`src/rtl/dffram_rr_arbiter.sv`:
```
// Two-requester round-robin arbiter in front of one single-port DFFRAM macro (EN0/WE0/A0/Di0/Do0).
// Latency: grant is combinational in the request cycle; read rvalid is registered RD_LAT edges after the accepting edge.
// Backpressure: a requester holds req until its gnt; the loser of a contention cycle simply waits (at most one cycle).
//
// Ports:
//   CLK, RST                     clock; asynchronous active-high reset
//   a_req/a_we/a_addr/a_wdata    requester A access (we all-zero = read)
//   a_gnt                        A accepted this cycle (combinational)
//   a_rvalid/a_rdata             A read response, one-cycle pulse; rdata is Do0 passed through
//   b_*                          identical set for requester B
//   ram_en/ram_we/ram_a/ram_di   macro EN0/WE0/A0/Di0
//   ram_do                       macro Do0

module dffram_rr_arbiter #(
    parameter int AW     = 7,   // word address width
    parameter int WSIZE  = 4,   // bytes per word
    parameter int RD_LAT = 1    // macro read latency in cycles, must be >= 1
) (
    input  logic                 CLK,
    input  logic                 RST,

    input  logic                 a_req,
    input  logic [WSIZE-1:0]     a_we,
    input  logic [AW-1:0]        a_addr,
    input  logic [8*WSIZE-1:0]   a_wdata,
    output logic                 a_gnt,
    output logic                 a_rvalid,
    output logic [8*WSIZE-1:0]   a_rdata,

    input  logic                 b_req,
    input  logic [WSIZE-1:0]     b_we,
    input  logic [AW-1:0]        b_addr,
    input  logic [8*WSIZE-1:0]   b_wdata,
    output logic                 b_gnt,
    output logic                 b_rvalid,
    output logic [8*WSIZE-1:0]   b_rdata,

    output logic                 ram_en,
    output logic [WSIZE-1:0]     ram_we,
    output logic [AW-1:0]        ram_a,
    output logic [8*WSIZE-1:0]   ram_di,
    input  logic [8*WSIZE-1:0]   ram_do
);

    localparam int DW = 8 * WSIZE;

    // Priority pointer: 0 = A wins a tie, 1 = B wins a tie.
    logic ptr_b;

    // Arbitration results for this cycle.
    logic arb_a;
    logic arb_b;
    logic sel_b;        // which port's fields drive the macro pins
    logic rd_issue;     // an accepted access this cycle is a read

    // Read tracking pipe: one valid/owner slot per cycle of macro latency.
    logic [RD_LAT-1:0] pipe_vld;
    logic [RD_LAT-1:0] pipe_own;   // 1 = read belongs to B

    logic a_rvalid_q;
    logic b_rvalid_q;

    // ------------------------------------------------------------------
    // Arbitration
    // ------------------------------------------------------------------
    // A wins when it is the only requester or when the pointer favours it;
    // otherwise any B request wins. Reset masks all grants so the macro is
    // never enabled while the pipe is being cleared.
    always_comb begin
        arb_a = 1'b0;
        arb_b = 1'b0;
        if (!RST) begin
            if (a_req && (!b_req || !ptr_b)) begin
                arb_a = 1'b1;
            end else if (b_req) begin
                arb_b = 1'b1;
            end
        end
    end

    // With no grant the address/data mux follows the pointer; the values
    // are don't-care because EN0 is low.
    always_comb begin
        sel_b = ptr_b;
        if (arb_a) begin
            sel_b = 1'b0;
        end else if (arb_b) begin
            sel_b = 1'b1;
        end
    end

    assign a_gnt = arb_a;
    assign b_gnt = arb_b;

    // ------------------------------------------------------------------
    // Macro pin drive
    // ------------------------------------------------------------------
    always_comb begin
        ram_en = arb_a | arb_b;
        ram_we = '0;
        ram_a  = '0;
        ram_di = '0;
        if (!RST) begin
            ram_a  = sel_b ? b_addr  : a_addr;
            ram_di = sel_b ? b_wdata : a_wdata;
            if (ram_en) begin
                ram_we = sel_b ? b_we : a_we;
            end
        end
    end

    assign rd_issue = ram_en && (ram_we == '0);

    // ------------------------------------------------------------------
    // Pointer: after any grant, hand priority to the other port; an idle
    // cycle leaves it alone so fairness survives gaps in traffic.
    // ------------------------------------------------------------------
    always_ff @(posedge CLK or posedge RST) begin
        if (RST) begin
            ptr_b <= 1'b0;
        end else if (ram_en) begin
            ptr_b <= arb_a;
        end
    end

    // ------------------------------------------------------------------
    // Read tracking. The tag enters slot 0 at the accepting edge and the
    // response strobe is registered from the last slot, so it rises at the
    // edge RD_LAT after acceptance, the same edge the macro presents Do0.
    // Only one access is accepted per cycle, so the two strobes are
    // mutually exclusive by construction.
    // ------------------------------------------------------------------
    always_ff @(posedge CLK or posedge RST) begin
        if (RST) begin
            pipe_vld <= '0;
            pipe_own <= '0;
        end else begin
            pipe_vld[0] <= rd_issue;
            pipe_own[0] <= sel_b;
            for (int i = 1; i < RD_LAT; i++) begin
                pipe_vld[i] <= pipe_vld[i-1];
                pipe_own[i] <= pipe_own[i-1];
            end
        end
    end

    always_ff @(posedge CLK or posedge RST) begin
        if (RST) begin
            a_rvalid_q <= 1'b0;
            b_rvalid_q <= 1'b0;
        end else begin
            a_rvalid_q <= pipe_vld[RD_LAT-1] & ~pipe_own[RD_LAT-1];
            b_rvalid_q <= pipe_vld[RD_LAT-1] &  pipe_own[RD_LAT-1];
        end
    end

    assign a_rvalid = a_rvalid_q;
    assign b_rvalid = b_rvalid_q;

    // Do0 is shared; each requester qualifies it with its own rvalid.
    assign a_rdata = ram_do[DW-1:0];
    assign b_rdata = ram_do[DW-1:0];

endmodule
```
`config.mk`:
```
export PLATFORM = sky130hd
export DESIGN_NAME = dffram_rr_arbiter
export DESIGN_NICKNAME = d
export VERILOG_FILES = /design/src/rtl/dffram_rr_arbiter.sv
export SDC_FILE = /design/constraint.sdc
export NUM_CORES = 1
export LEC_CHECK = 0
export ABC_AREA = 1
export CORE_MARGIN = 8
export CORE_UTILIZATION = 24
export DETAILED_ROUTE_END_ITERATION = 7
export GPL_TIMING_DRIVEN = 0
export PLACE_DENSITY = 0.89
export REMOVE_ABC_BUFFERS = 1
export SLEW_MARGIN = 30
export SYNTH_ARGS = -nofsm -noshare
export SYNTH_HDL_FRONTEND = slang
export SYNTH_SLANG_ARGS = --single-unit
export TNS_END_PERCENT = 10
```
`constraint.sdc`:
```
create_clock -name CLK -period 2.9 [get_ports CLK]
set_clock_uncertainty 0.1 [all_clocks]
set_input_delay 0.435 -clock CLK [delete_from_list [all_inputs] [get_ports CLK]]
set_output_delay 0.435 -clock CLK [all_outputs]
set_load 0.005 [all_outputs]
```
**After elaboration in Yosys (flattened, before gate mapping)**

Index checks and enable logic that the tools add are counted.

- Register bits after elaboration: 5
- Bits of input ports: 122
- Output and inout port bits: 112
- Logic and storage cells: 29

- Multiplexer cells: 14
- Bitwise logic cells: 4
- Reductions and logical operators: 6

Operators with widths:

| cell | count |
|---|---|
| $mux 32 | 2 |
| $mux 7 | 2 |
| $mux 4 | 3 |
| $mux 1 | 7 |
| $logic_not 4->1 | 1 |
| $and 1x1->1 | 2 |
| $logic_and 1x1->1 | 2 |
| $logic_not 1->1 | 2 |
| $logic_or 1x1->1 | 1 |
| $not 1->1 | 1 |
| $or 1x1->1 | 1 |

**Longest topological paths before layout**

Gate-level depths: netlist of run 1.

- Depth in word-level cells: 12
- Mapped depth: 9
- Gate-level depth less buffers: 9

**Least setup slack after synthesis of run 1**

OpenSTA, ideal clock, no wires.

- Path kind: input to output
- Start: input RST
- End: output ram_di[18]
- Arrival: 1.153 ns
- Data required time: 2.365 ns
- Setup slack: 1.212 ns
- Stages: 8
- Buffers on the path: 1
- Cell sequence: inv_2 nand2_2 nand2_4 nand2_4 inv_4 buf_4 nor2_1 nor2_1

- Longest elaborated chain between the ends: 5
- Elaborated cells on any way between the ends: 6
- Those cells by class: mux (6)

Ends and longest elaborated chain:

| what | line | source |
|---|---|---|
| from (decl) | 20 | `input logic RST,` |
| $mux 1 | 72 | `if (!RST) begin` |
| $mux 1 | 87 | `end else if (arb_b) begin` |
| $mux 1 | 85 | `if (arb_a) begin` |
| $mux 32 | 105 | `ram_di = sel_b ? b_wdata : a_wdata;` |
| $mux 32 (*) | 103 | `if (!RST) begin` |
| to (decl) | 41 | `output logic [8*WSIZE-1:0] ram_di,` |

Mark *: on every way between the ends. The rest lies on a longest branch, timed or not.

**Worst setup path after layout of run 1**

- Start: input RST
- End: output ram_di[10]

The elaborated chain is that of the path after synthesis.

==> summary.md, run 1 <==
| Metric | Value |
|---|---|
| Fmax | `0.352 GHz` |
| CP required | `around 2400 ps` |
| Data arrival, critical path | `2310 ps` |
| PwrDens | `around 310 nW/µm²` |
| Clk pwr share | `0.171` |
| Total track usage | `0.250` |
| Max-cap viol count | `0` |
| Wirelength per Cell | `between 20 and 30 µm` |
| Final Net Count | `between 400 and 500` |
| Static leakage | `0.00119 µW` |
| First-pass GRT wire length | `14.7 mm` |
| DP Cell Count | `around 370` |
| Hold Vio Cnt, Final | `0` |
| Switching portion of total power | `0.388` |
| Worst Hold Class | `input port to asynchronous set/reset pin` |
| Initial antenna violation count | `0` |
| Layout Cells excl Fill | `380` |
| # diodes | `0` |
| Slew Viols, Final | `0` |
| Routed via count | `1829` |
| I/O Pins | `about 230` |
| Outcome | `finished, final reports clean` |
| Initial drt markers | `70` |
| RSZ-0062 raised after global routing | `true` |
| Hold WS | `286 ps` |
| H-Tree Depth | `1` |
| Final instance area | `between 2000 and 2500 µm²` |
| Mapped Area | `about 1400 µm²` |
| Port bufs | `137` |
| Reg2reg end | `pipe_vld$_DFF_PP0_` |
| Grt ovf | `0` |
| Syn Inst Count | `approximately 240` |
| R2R depth | `8` |
| Num CTS Buffers | `3` |
| Fin crit period | `around 2800 ps` |
| Synth area leader | `buf_4` |
| Die footprint | `8470 µm²` |
| Critical path fanouts, max | `23` |
| Crit path capture type | `output port` |
| Sw power | `just under 300 µW` |
| Rel. slew slack | `0.814` |
| Commonest non-fill, non-tap cell in the layout | `clkdlybuf4s50_1` |
| Setup TNS Final | `0 ps` |
| Core box area | `5540 µm²` |
| Clk slew on worst S/H paths | `40 ps` |
| CP Launch Type | `input port` |
| Crit share post-route | `0.980` |
| R2R Path Start | `ptr_b$_DFFE_PP0N_` |
| Yosys Warn Count | `0` |
| Number of cell rows | `27` |
| Synth top area cells | `buf_4 (35%), nor2_1 (22%), o21ai_1 (12%), dfrtp_1 (9.0%), buf_6 (3.2%)` |
| Number of setup violations in the final report | `0` |
| Placed inst area | `2290 µm²` |
| Vias in the first global route | `around 1800` |
| GP Congestion | `around 0.96` |
| CTS tree | `yes` |
| DRC viols | `0` |
| Worst setup endpoint | `ram_di[10]` |
| Seq pwr share | `0.109` |
| Post-synth cell types | `19` |
| CTS root buf | `clkbuf_8` |
| Post-DP HPWL | `9.28 mm` |
| Mean Syn Cell Area | `about 5.8 µm²` |
| CP Launch Point | `RST` |
| Worst-margin pin slew | `about 280 ps` |
| Die width | `approximately 92 µm` |
| Die Height | `just over 90 µm` |
| Clk_lat worst skew | `220 ps` |
| Starting Density | `0.250` |
| Final WL | `about 11 mm` |
| Maximum root-to-sink buffer count | `2` |
| Setup slack, reg-to-reg | `1380 ps` |
| Area grow syn2layout | `78.9%` |
| FF+latch count, synth | `5` |
| Cell-internal power | `between 400 and 500 µW` |
| Sink Count | `5` |
| Maximum VDD drop | `about 0.18 mV` |
| Routed Antenna Nets | `0` |
| Crit path kind | `input port to output port` |
| Most frequent cells in the layout | `clkdlybuf4s50_1 (123), nor2_1 (81), o21ai_1 (32)` |
| Post-synthesis sequential area ratio | `0.0902` |
| Share of cells above drive strength 1 | `0.0552` |
| Top cell type's share of synthesized area | `0.352` |
| Via density per instance | `4.81` |
| Largest net degree at the start of global routing | `24` |
| Drt first pass iters | `4` |
| Gate power share | `0.720` |
==> stage by stage <==
step,setup slack [ps],power (µW),util
floorplan,628,258,-
global placement,-875,573,0.413
detailed placement,-883,579,0.413
CTS,14.0,771,0.440
global route,-29.6,815,0.448
finish,58.6,760,0.448
==> power by group through the flow <==
stage               Clock, µW  Combinational [µW]  Sequential [µW]
detailed placement          0                 496             82.9
global route              139                 592             84.2
global placement            0                 490             82.9
CTS                       135                 553             82.3
finish                    130                 547             83.2
floorplan                   0                 175             82.8
==> Yosys cell counts, drive strengths merged <==
master,count
o21ai,40
inv,13
nand3b,3
a21oi,2
nand2,13
nand3,5
clkbuf,4
nor2,81
dfrtp,5
buf,72
==> cell families (layout without fill, tap and decap cells) <==
logic type / count (synthesis) / after routing / synth area share
and+or+nand+nor: 102 / 104 / 0.316
buffers and inverters: 89 / 157 / 0.443
AOI/OAI and AO/OA: 42 / 42 / 0.151
DFF: 5 / 5 / 0.0902
==> layer usage <==
| layer | share of wire | vias to the layer above | GRT usage |
|---|---|---|---|
| met5 | 0.0064 | - | 0.0595 |
| met4 | 0.076 | 2 | 0.173 |
| met3 | 0.16 | 24 | 0.191 |
| met2 | 0.44 | 215 | 0.392 |
| met1 | 0.31 | 767 | 0.214 |
| li1 | - | 821 | - |
==> state kept, by name, summed over array words and instances (netlist names) <==
signal	cells
pipe_own	1
a_rvalid	1
pipe_vld	1
b_rvalid	1
ptr_b	1
==> what timing repair did <==
item                                    in CTS  in global routing
buffers inserted                             0                  1
endpoints found under the setup margin      44                 37
hold endpoints to repair                     0                  0
cloned                                       4                  0
hold buffers                                 0                  0
pin swaps                                    1                  1
gates resized for setup                     14                 14
==> how the worst min path moves through the flow <==
stage	slack, ps	startpoint	end
6_report	290	RST	b_rvalid$_DFF_PP0_
5_1_grt	290	RST	b_rvalid$_DFF_PP0_
4_1_cts	270	RST	b_rvalid$_DFF_PP0_
3_5_place_dp	310	pipe_own$_DFF_PP0_	a_rvalid$_DFF_PP0_
3_3_place_gp	310	pipe_own$_DFF_PP0_	a_rvalid$_DFF_PP0_
2_1_floorplan	250	RST	a_rvalid$_DFF_PP0_
==> critical path: stages <==
cell and delay (ps):
dlygate4sd2_1 320, bufinv_16 280, nand2_2 120, nand2_8 140, nand2_8 140, inv_16 140
nor2_1 60, nor2_1 120, clkdlybuf4s50_1 520
==> final cells by class <==
cell class | instances | area (µm²)
multi-input combinational | 146 | 699
sequential | 5 | 125
clock buffer | 4 | 45.0
tap | 72 | 90.1
fill | 566 | 3060
inverter | 13 | 91.3
timing repair buffer | 138 | 1410
timing repair inverter | 2 | 25.0
Power figures use the tool's default switching activity.
==> run 2: changes to the inputs <==
--- a/config.mk
+++ b/config.mk
@@ -6,13 +6,14 @@
 export NUM_CORES = 1
 export LEC_CHECK = 0
 export ABC_AREA = 1
+export CORE_ASPECT_RATIO = 2
 export CORE_MARGIN = 8
 export CORE_UTILIZATION = 24
 export DETAILED_ROUTE_END_ITERATION = 7
 export GPL_TIMING_DRIVEN = 0
 export PLACE_DENSITY = 0.89
 export REMOVE_ABC_BUFFERS = 1
-export SLEW_MARGIN = 30
+export SLEW_MARGIN = 20
 export SYNTH_ARGS = -nofsm -noshare
 export SYNTH_HDL_FRONTEND = slang
 export SYNTH_SLANG_ARGS = --single-unit
==> run 2 against run 1 <==
  * Combinational power about the same
  * Sequential cell count stayed put
  * First-iteration DRC count fell by 26%
  * Highest routed layer unchanged
  * Final cell count fell by 2.6%
  * Via count is 0.87% higher
  * Critical path type unchanged
  * Register-to-register slack gained 40 ps
  * Largest power group unchanged
==> summary.md, run 2 (synthesis results as in run 1) <==
| Metric | Value |
|---|---|
| Outcome | `finished, final reports clean` |
| Routed Antenna Nets | `0` |
| Final WL | `11.3 mm` |
| Routed via count | `~1800` |
| PwrDens | `344 nW/µm²` |
| Crit path capture type | `output port` |
| Clk_lat worst skew | `230 ps` |
| Hold_buf cts | `0` |
| Crit-path cells | `clkdlybuf4s50_1, nand2_1, nand3_4, nand2_8, inv_16, nor2_1, nor2_1, clkdlybuf4s50_1` |
| Initial antenna violation count | `0` |
| Sink Count | `5` |
| CTS tree | `yes` |
| Grt ovf | `0` |
| Tot Pwr | `around 850 µW` |
| Post-DP HPWL | `a little over 9 mm` |
| Die footprint | `between 8000 and 9000 µm²` |
| Core box area | `between 5000 and 6000 µm²` |
| Rel. slew slack | `0.843` |
| CP Buf/Inv Count | `3` |
| Port bufs | `between 100 and 150` |
| RSZ-0062 raised after global routing | `false` |
| Critical path fanouts, max | `20` |
| CTS root buf | `clkbuf_16` |
| Seq. cell area | `approximately 130 µm²` |
| GP Congestion | `between 0.8 and 0.9` |
| Total track usage | `0.238` |
| Final Util | `0.437` |
| Worst Hold Class | `input port to asynchronous set/reset pin` |
| Initial drt markers | `52` |
| Maximum root-to-sink buffer count | `2` |
| Setup TNS Final | `0 ps` |
| Drt first pass iters | `4` |
| Die width | `69.8 µm` |
| Fmax | `around 0.36 GHz` |
| Via density per instance | `around 5` |
| H-Tree Depth | `1` |
| Wirelength per Cell | `roughly 30 µm` |
| R2R Path Start | `ptr_b$_DFFE_PP0N_` |
| Starting Density | `0.245` |
| Worst-margin pin slew | `~240 ps` |
| GR Layer Usage met3 | `0.179` |
| Final Net Count | `432` |
| Dpl ws | `-843 ps` |
| # diodes | `0` |
| Number of cell rows | `39` |
| Share of cells above drive strength 1 | `0.0583` |
| Fillers | `slightly below 600` |
| Hold Vio Cnt, Final | `0` |
| Vias in the first global route | `approximately 1800` |
| Crit path largest cell delay | `530 ps` |
| Static leakage | `approximately 0.0010 µW` |
| Die Height | `approximately 120 µm` |
| Largest net degree at the start of global routing | `24` |
| Slew Viols, Final | `0` |
| Max-cap viol count | `0` |
| Area grow syn2layout | `78.4%` |
| Commonest non-fill, non-tap cell in the layout | `clkdlybuf4s50_1` |
| Slack of the critical path | `roughly 90 ps` |
| DRC viols | `0` |
| CP required | `2370 ps` |
| CP Launch Type | `input port` |
| GRT met2 Usage | `0.455` |
| I/O Pins | `around 230` |
| Crit path kind | `input port to output port` |
| Met1 Resource Use GR | `0.150` |
| Reg2reg end | `pipe_vld$_DFF_PP0_` |
| Number of setup violations in the final report | `0` |
| Clk slew on worst S/H paths | `roughly 30 ps` |
| Hold WS | `148 ps` |
| Num CTS Buffers | `3` |
| Data arrival, critical path | `roughly 2300 ps` |
| Gr busiest metal | `met2` |
| Fin crit period | `roughly 2800 ps` |
| Slowest CP cell | `clkdlybuf4s50_1` |
| First-pass GRT wire length | `approximately 14 mm` |
| Multi-input logic area | `697 µm²` |
| Most frequent cells in the layout | `clkdlybuf4s50_1 (136), nor2_1 (81), o21ai_1 (32)` |
| Setup slack, reg-to-reg | `1420 ps` |
| Maximum VDD drop | `around 0.32 mV` |
| Crit share post-route | `0.970` |
| R2R depth | `7` |
| Cell family with most CP delay | `buffers and inverters` |
run 2: cell count changes in the layout (fill, tap and decap cells not counted), sizes merged:
cell,previous run,this run
inv,13,14
dlymetal6s2s,12,0
clkbuf,4,5
clkdlybuf4s50,123,136
dlygate4sd2,2,0
run 2: worst max path at each step:
| stage | endpoint | cells after the start | startpoint |
|---|---|---|---|
| after floorplan | ram_a[0] | 7 | RST |
| after global placement | ram_di[0] | 9 | RST |
| after detailed placement | ram_di[0] | 9 | RST |
| after CTS | ram_di[0] | 8 | RST |
| after global routing | ram_di[11] | 8 | b_req |
| final | ram_di[0] | 8 | b_req |
run 2: layer usage:
layer / vias up / part of all wire
li1: 829 / -
met1: 772 / 0.23
met2: 224 / 0.54
met3: 18 / 0.17
met4: 2 / 0.060
met5: - / 0.0035
run 2: final cells by class:
class	count	share of cell area
Clock buffer	4	0.0318
Inverter	13	0.0369
Multi-Input combinational cell	146	0.281
Sequential cell	5	0.0505
Tap cell	61	0.0308
Timing Repair Buffer	138	0.555
Timing Repair inverter	3	0.0136
run 2: through the flow:
stage | area [µm²] | cells
after CTS | 2460 | 368
after global placement | 2270 | 360
final | 2480 | 370
after floorplan | 825 | 162
after global routing | 2480 | 370
after detailed placement | 2270 | 360
run 2: power by group:
group	total [µW]	switching (µW)	internal [µW]
sequential	83.2	4.51	78.7
clock	224	41.7	182
combinational	544	245	299
total	851	292	560
run 2: what timing repair did:
item | CTS | global route
pin swaps | 1 | 1
endpoints found under the setup margin | 44 | 18
hold endpoints to repair | 0 | 0
gates resized for setup | 13 | 3
cloned | 4 | 1
setup buffers | 0 | 1
run 2: worst register-to-register path, stage by stage, from the launching register on:
cell     delay (ps)
dfrtp_1         380
nand2_1         140
nand3_4         210
nand2_1         240
inv_1            80
nor2_1          120
nand2_1          60
nor2_1           80
